$ cat src/rtl/arb_pkg.sv
// Shared arbiter-chain definitions: FSM state enum, default sizing and a one-hot check.
package arb_pkg;

  localparam int unsigned N_DEF        = 4;
  localparam int unsigned ARB_LAT_DEF  = 2;
  localparam int unsigned MAX_HOLD_DEF = 16;
  localparam int unsigned VEC_MAX_W    = 32;

  typedef enum logic [1:0] {
    SETTLE = 2'd0,
    SAMPLE = 2'd1,
    OWN    = 2'd2
  } state_e;

  // True when exactly one bit of v is set; callers zero-extend narrower vectors.
  function automatic logic onehot(input logic [VEC_MAX_W-1:0] v);
    return (v != '0) && ((v & (v - VEC_MAX_W'(1))) == '0);
  endfunction

endpackage

$ cat src/rtl/onehot_enc.sv
// One-hot to binary encoder with one-hot / all-zero flags, shared by arbiter stages.
module onehot_enc
  import arb_pkg::*;
#(
  parameter  int unsigned N     = N_DEF,
  localparam int unsigned PTR_W = (N > 1) ? $clog2(N) : 1
) (
  input  logic [N-1:0]     vec,
  output logic [PTR_W-1:0] idx_c,
  output logic             is_onehot_c,
  output logic             is_zero_c
);

  // OR of set-bit indices; exact whenever vec is one-hot.
  always_comb begin
    idx_c = '0;
    for (int unsigned i = 0; i < N; i++) begin
      if (vec[i]) idx_c = idx_c | PTR_W'(i);
    end
  end

  assign is_onehot_c = onehot(VEC_MAX_W'(vec));
  assign is_zero_c   = (vec == '0);

endmodule

$ cat src/rtl/rr_grant_ctrl.sv
// Round-robin grant holder behind mask_arbiter: latches one owner, holds it until
// done / request drop / timeout, then rotates ptr to owner+1 for the arbiter.
module rr_grant_ctrl
  import arb_pkg::*;
#(
  parameter  int unsigned N        = N_DEF,
  parameter  int unsigned ARB_LAT  = ARB_LAT_DEF,
  parameter  int unsigned MAX_HOLD = MAX_HOLD_DEF,
  localparam int unsigned PTR_W    = (N > 1) ? $clog2(N) : 1
) (
  input  logic             clk,
  input  logic             rst_n,
  input  logic [N-1:0]     req,
  input  logic [N-1:0]     arb_grant,
  input  logic             done,
  output logic [PTR_W-1:0] ptr,
  output logic [N-1:0]     gnt,
  output logic             gnt_valid,
  output logic             timeout,
  output logic             err_multi
);

  localparam int unsigned HOLD_W = (MAX_HOLD > 1) ? $clog2(MAX_HOLD) : 1;
  localparam int unsigned SET_W  = $clog2(ARB_LAT + 1);

  state_e             state_q, state_d;
  logic [SET_W-1:0]   settle_cnt, settle_d;
  logic [HOLD_W-1:0]  hold_cnt, hold_d;
  logic [N-1:0]       gnt_d;
  logic [PTR_W-1:0]   ptr_d;
  logic               gnt_valid_d, timeout_d, err_d;

  logic [PTR_W-1:0]   arb_idx, owner_idx;
  logic               arb_onehot, arb_zero, gnt_onehot, gnt_zero;
  logic               owner_req, hit_max;

  onehot_enc #(.N(N)) u_arb_enc (
    .vec         (arb_grant),
    .idx_c       (arb_idx),
    .is_onehot_c (arb_onehot),
    .is_zero_c   (arb_zero)
  );

  onehot_enc #(.N(N)) u_own_enc (
    .vec         (gnt),
    .idx_c       (owner_idx),
    .is_onehot_c (gnt_onehot),
    .is_zero_c   (gnt_zero)
  );

  assign owner_req = |(req & gnt);
  assign hit_max   = (hold_cnt == HOLD_W'(MAX_HOLD - 1));

  // State and output registers, synchronous reset.
  always_ff @(posedge clk) begin
    if (!rst_n) begin
      state_q    <= SETTLE;
      settle_cnt <= '0;
      hold_cnt   <= '0;
      gnt        <= '0;
      gnt_valid  <= 1'b0;
      ptr        <= '0;
      timeout    <= 1'b0;
      err_multi  <= 1'b0;
    end else begin
      state_q    <= state_d;
      settle_cnt <= settle_d;
      hold_cnt   <= hold_d;
      gnt        <= gnt_d;
      gnt_valid  <= gnt_valid_d;
      ptr        <= ptr_d;
      timeout    <= timeout_d;
      err_multi  <= err_d;
    end
  end

  // Next-state and next-output logic.
  always_comb begin
    state_d     = state_q;
    settle_d    = settle_cnt;
    hold_d      = hold_cnt;
    gnt_d       = gnt;
    gnt_valid_d = gnt_valid;
    ptr_d       = ptr;
    timeout_d   = 1'b0;
    err_d       = err_multi;

    case (state_q)
      SETTLE: begin
        if (settle_cnt == SET_W'(ARB_LAT)) state_d = SAMPLE;
        else                              settle_d = settle_cnt + SET_W'(1);
      end

      SAMPLE: begin
        if (!arb_zero) begin
          if (!arb_onehot) begin
            err_d = 1'b1;
          end else if (req[arb_idx]) begin
            gnt_d       = arb_grant;
            gnt_valid_d = 1'b1;
            hold_d      = '0;
            state_d     = OWN;
          end
        end
      end

      OWN: begin
        if (!hit_max) hold_d = hold_cnt + HOLD_W'(1);
        if (done || !owner_req || hit_max) begin
          gnt_d       = '0;
          gnt_valid_d = 1'b0;
          ptr_d       = (owner_idx == PTR_W'(N - 1)) ? '0 : owner_idx + PTR_W'(1);
          settle_d    = '0;
          state_d     = SETTLE;
          timeout_d   = hit_max && !done && owner_req;
        end
      end

      default: begin
        state_d  = SETTLE;
        settle_d = '0;
      end
    endcase
  end

  // The held grant is one-hot exactly when it is flagged valid.
  a_gnt_onehot: assert property (@(posedge clk) disable iff (!rst_n) gnt_valid |-> gnt_onehot);
  a_gnt_zero:   assert property (@(posedge clk) disable iff (!rst_n) gnt_valid == !gnt_zero);

endmodule

$ cat config.mk
export PLATFORM = sky130hd
export DESIGN_NAME = rr_grant_ctrl
export DESIGN_NICKNAME = d
export VERILOG_FILES = /design/src/rtl/arb_pkg.sv /design/src/rtl/onehot_enc.sv /design/src/rtl/rr_grant_ctrl.sv
export SDC_FILE = /design/constraint.sdc
export NUM_CORES = 1
export LEC_CHECK = 0
export ABC_CLOCK_PERIOD_IN_PS = 3720
export BUFFER_PORTS_ARGS = -buffer_cell sky130_fd_sc_hd__clkbuf_2
export CAP_MARGIN = 20
export CORE_UTILIZATION = 55
export DETAILED_ROUTE_END_ITERATION = 8
export PLACE_DENSITY = 0.84
export SETUP_SLACK_MARGIN = 0.02
export SLEW_MARGIN = 15
export SYNTH_ARGS = -nofsm -noshare
export SYNTH_HDL_FRONTEND = slang
export SYNTH_SLANG_ARGS = --single-unit
$ cat constraint.sdc
create_clock -name clk -period 3.72 [get_ports clk]
set_input_delay 0 -clock clk [delete_from_list [all_inputs] [get_ports clk]]
set_output_delay 0 -clock clk [all_outputs]
set_load 0.005 [all_outputs]
==> impl_summary.txt <==
----------------------------------------------------
[Clock network]
  Clock-pin slew on the worst setup and hold paths ... 90 ps
  TritonCTS Buffers ... 3
  CTS-repair resized insts ... 0
  Root buffer cell ... sky130_fd_sc_hd__clkbuf_4
  Post-cts hold buffer count ... 0
  Number of setup buffers added after CTS ... 0
  H-tree depth ... 1
  Largest buffer count on any clock path ... 2
  Clk Latency, worst-skew pair ... just under 300 ps
  CTS tree ... done
  Number of clock sinks ... 17

[Final layout]
  Ratio of cells with drive above 1 in the final layout ... between 20% and 30%
  Syn-to-layout area delta ... 10.0%
  Commonest non-fill, non-tap cell in the layout ... sky130_fd_sc_hd__clkbuf_2
  Antenna Cells ... 0
  Final Util ... 65.0%
  Commonest cells after routing, fill and taps aside ... 19 x sky130_fd_sc_hd__clkbuf_2, 17 x sky130_fd_sc_hd__dfxtp_1, 13 x sky130_fd_sc_hd__a21oi_1, 13 x sky130_fd_sc_hd__nand2_1, 9 x sky130_fd_sc_hd__nand3_1
  Net count of the finished layout ... roughly 140
  Fill count ... about 130

[Routing]
  Via count ... 796
  Drt first pass iters ... 4
  Via/cell ratio ... 5.77
  Iteration-0 DRC Markers ... 16
  Antenna-violating nets left ... 0
  Average detailed-routed wire length per instance ... 12.5 um
  Final WL ... approximately 1700 um
  # DRC ... 0

[Timing]
  Tightest hold margin ... between 20 and 25 ps
  Period minus WS final ... 1520 ps
  Post-route fraction of the period consumed by the critical path ... 40.8%
  Highest clock rate ... ~660 MHz
  Least setup slack across all paths after layout ... 2200 ps
  Maximum clock skew at final layout ... around 2.3 ps
  Least-Margin Pin Slew ... about 500 ps
  Unrepaired setup endpoints after global routing ... no
  Number of max-slew violations in the final report ... 0
  Total count of hold-check failures in the final report ... 0
  Post-route setup TNS ... 0 ps
  Slew Limit Headroom ... 66.8%
  Finish-stage setup viols ... 0

[Global route]
  Wire length of the first global-routing pass ... between 2000 and 3000 um
  Pin count of the biggest net entering global routing ... 13
  Residual overflow from global routing ... 0
  Number of antenna violations at the first check in global routing ... 0
  Global Route Usage Sum ... 20.6%
  Via count of the first global-routing pass ... between 600 and 700

[Power and ir drop]
  Cell Pwr Density ... just over 400 mW/mm2
  Maximum vdd ir drop ... ~250 uV
  Static power due to leakage ... 0.392 nW

[Floorplanning]
  Horizontal die dimension ... ~42 um
  Core Footprint ... approximately 0.0015 mm2
  Die Y-Extent ... roughly 42 um
  I/O pins ... 20
  Area enclosed by the die boundary ... roughly 0.0018 mm2
  Effective utilization at floorplan ... between 50 and 60%
  Number of cell rows ... 14

[Placement]
  Worst-case setup slack after placement ... about 2200 ps
  I/O Buffers ... 19
  HPWL Detailed ... between 1000 and 1500 um
  Routability cong. ... roughly 0.89

[Logic synthesis]
  Mean area per synthesized cell ... ~8.6 um2
  Count of warnings emitted by yosys ... 0
  Number of distinct library cells after synthesis ... 32
  Number of standard cells after synthesis ... 105
  Number of nets produced by synthesis ... 118
  Number of synthesized register bits ... 17
  Area of the mapped netlist ... 901 um2
  Seq/Total Area, Yosys ... between 30% and 40%

[Run status]
  Outcome ... finished clean

[Critical path]
  Data required time of the worst path ... 3940 ps
  Crit Path Category ... flop to flop
  Data arrival, critical path ... ~1700 ps
  Maximum fanout along the worst path ... 6
  Endpoint kind of the worst setup timing path ... flop
  Critical Path Start Type ... flop

[Worst hold path]
  Hold crit path type ... primary input to flop

[Job]
  Max-cap check violation count ... 0

----------------------------------------------------
## flip-flops by register name, indices dropped and copies added (netlist names)
register and count:
err_multi 1, gnt 4, gnt_valid 1, hold_cnt 4
ptr 2, settle_cnt 2, state_q 2, timeout 1
## kinds of logic (layout without fill, tap and decap cells)
family                   count (synthesis)  in the layout  share of synthesized area, %
AND/OR/NAND/NOR                         42             42                          25.0
flip-flops                              17             17                          37.8
AO/OA/AOI/OAI                           29             29                          22.4
buffers and inverters                   11             28                          7.92
adder cells (fa/ha/maj)                  3              3                          3.89
multiplexers                             1              1                          1.11
XOR/XNOR                                 2              2                          1.94
## final cells by class
cell class                 count  area, um2  share of cell area, %
inverter                       5       18.8                   1.89
clock buffer                   3       22.5                   2.27
multi-input combinational     77        489                   49.4
tap                           16       20.0                   2.02
timing repair buffer          19       95.1                   9.60
clock inverter                 1       5.00                  0.505
sequential                    17        340                   34.3
## Yosys cell counts
cell,n,area (um2)
sky130_fd_sc_hd__a21o_1,1,7.51
sky130_fd_sc_hd__a21oi_1,13,65.1
sky130_fd_sc_hd__a21oi_2,1,8.76
sky130_fd_sc_hd__a22oi_1,2,15.0
sky130_fd_sc_hd__a311oi_2,1,15.0
sky130_fd_sc_hd__and2_1,1,6.26
sky130_fd_sc_hd__buf_6,4,45.0
sky130_fd_sc_hd__clkbuf_1,2,7.51
sky130_fd_sc_hd__dfxtp_1,17,340
sky130_fd_sc_hd__ha_1,2,25.0
sky130_fd_sc_hd__inv_1,5,18.8
sky130_fd_sc_hd__maj3_1,1,10.0
sky130_fd_sc_hd__mux2i_1,1,10.0
sky130_fd_sc_hd__nand2_1,13,48.8
sky130_fd_sc_hd__nand2b_1,3,18.8
sky130_fd_sc_hd__nand2b_4,1,13.8
sky130_fd_sc_hd__nand3_1,9,45.0
sky130_fd_sc_hd__nor2_1,4,15.0
sky130_fd_sc_hd__nor2b_1,2,12.5
sky130_fd_sc_hd__nor3_2,1,10.0
sky130_fd_sc_hd__nor4_1,3,18.8
sky130_fd_sc_hd__nor4b_1,2,17.5
sky130_fd_sc_hd__o2111a_1,1,11.3
sky130_fd_sc_hd__o2111ai_2,1,15.0
sky130_fd_sc_hd__o211ai_1,1,7.51
sky130_fd_sc_hd__o21a_1,1,7.51
sky130_fd_sc_hd__o21ai_0,1,5.00
sky130_fd_sc_hd__o22ai_1,4,25.0
sky130_fd_sc_hd__o2bb2ai_1,1,8.76
sky130_fd_sc_hd__o32a_1,1,10.0
sky130_fd_sc_hd__or3_1,3,18.8
sky130_fd_sc_hd__xnor2_1,2,17.5
## report_power, final
group          total, mW  switching [mW]  internal [mW]  leakage [nW]
logic             0.0917          0.0505         0.0412         0.236
registers          0.214          0.0150          0.199         0.138
clock network     0.0958          0.0558         0.0400        0.0177
total              0.402           0.121          0.281         0.392
## critical path, cell delays in order, from the launching register on
cell                      delay [ps]
sky130_fd_sc_hd__dfxtp_1         360
sky130_fd_sc_hd__a22oi_1         180
sky130_fd_sc_hd__a21oi_1         150
sky130_fd_sc_hd__a21o_1          270
sky130_fd_sc_hd__or3_1           350
sky130_fd_sc_hd__a21oi_1         130
## layer usage
metal	wire length (um)	global-route usage (%)	share of wire [%]	vias up
met5	0	0	0	-
met4	40	11.3	2.3	0
met3	46	2.59	2.7	4
met2	784	32.9	46	15
met1	848	26.8	49	358
li1	-	-	-	419
## worst paths after layout
kind                            slack, ps  depth (start not counted)     end         start
worst max register to register       2200                          5  ptr[1]        gnt[2]
worst max-delay path                 2200                          5  ptr[1]        gnt[2]
worst min-delay path                   20                          3  gnt[0]  arb_grant[0]
worst min register to register        460                          2  ptr[0]        ptr[0]
## per-stage QoR
step,power (mW),cells,area [um2]
6_report,0.402,138,991
5_1_grt,0.433,138,991
4_1_cts,0.404,138,991
3_5_place_dp,0.311,134,963
3_3_place_gp,0.306,134,963
2_1_floorplan,0.290,105,901
(Power assumes the default switching activity.)
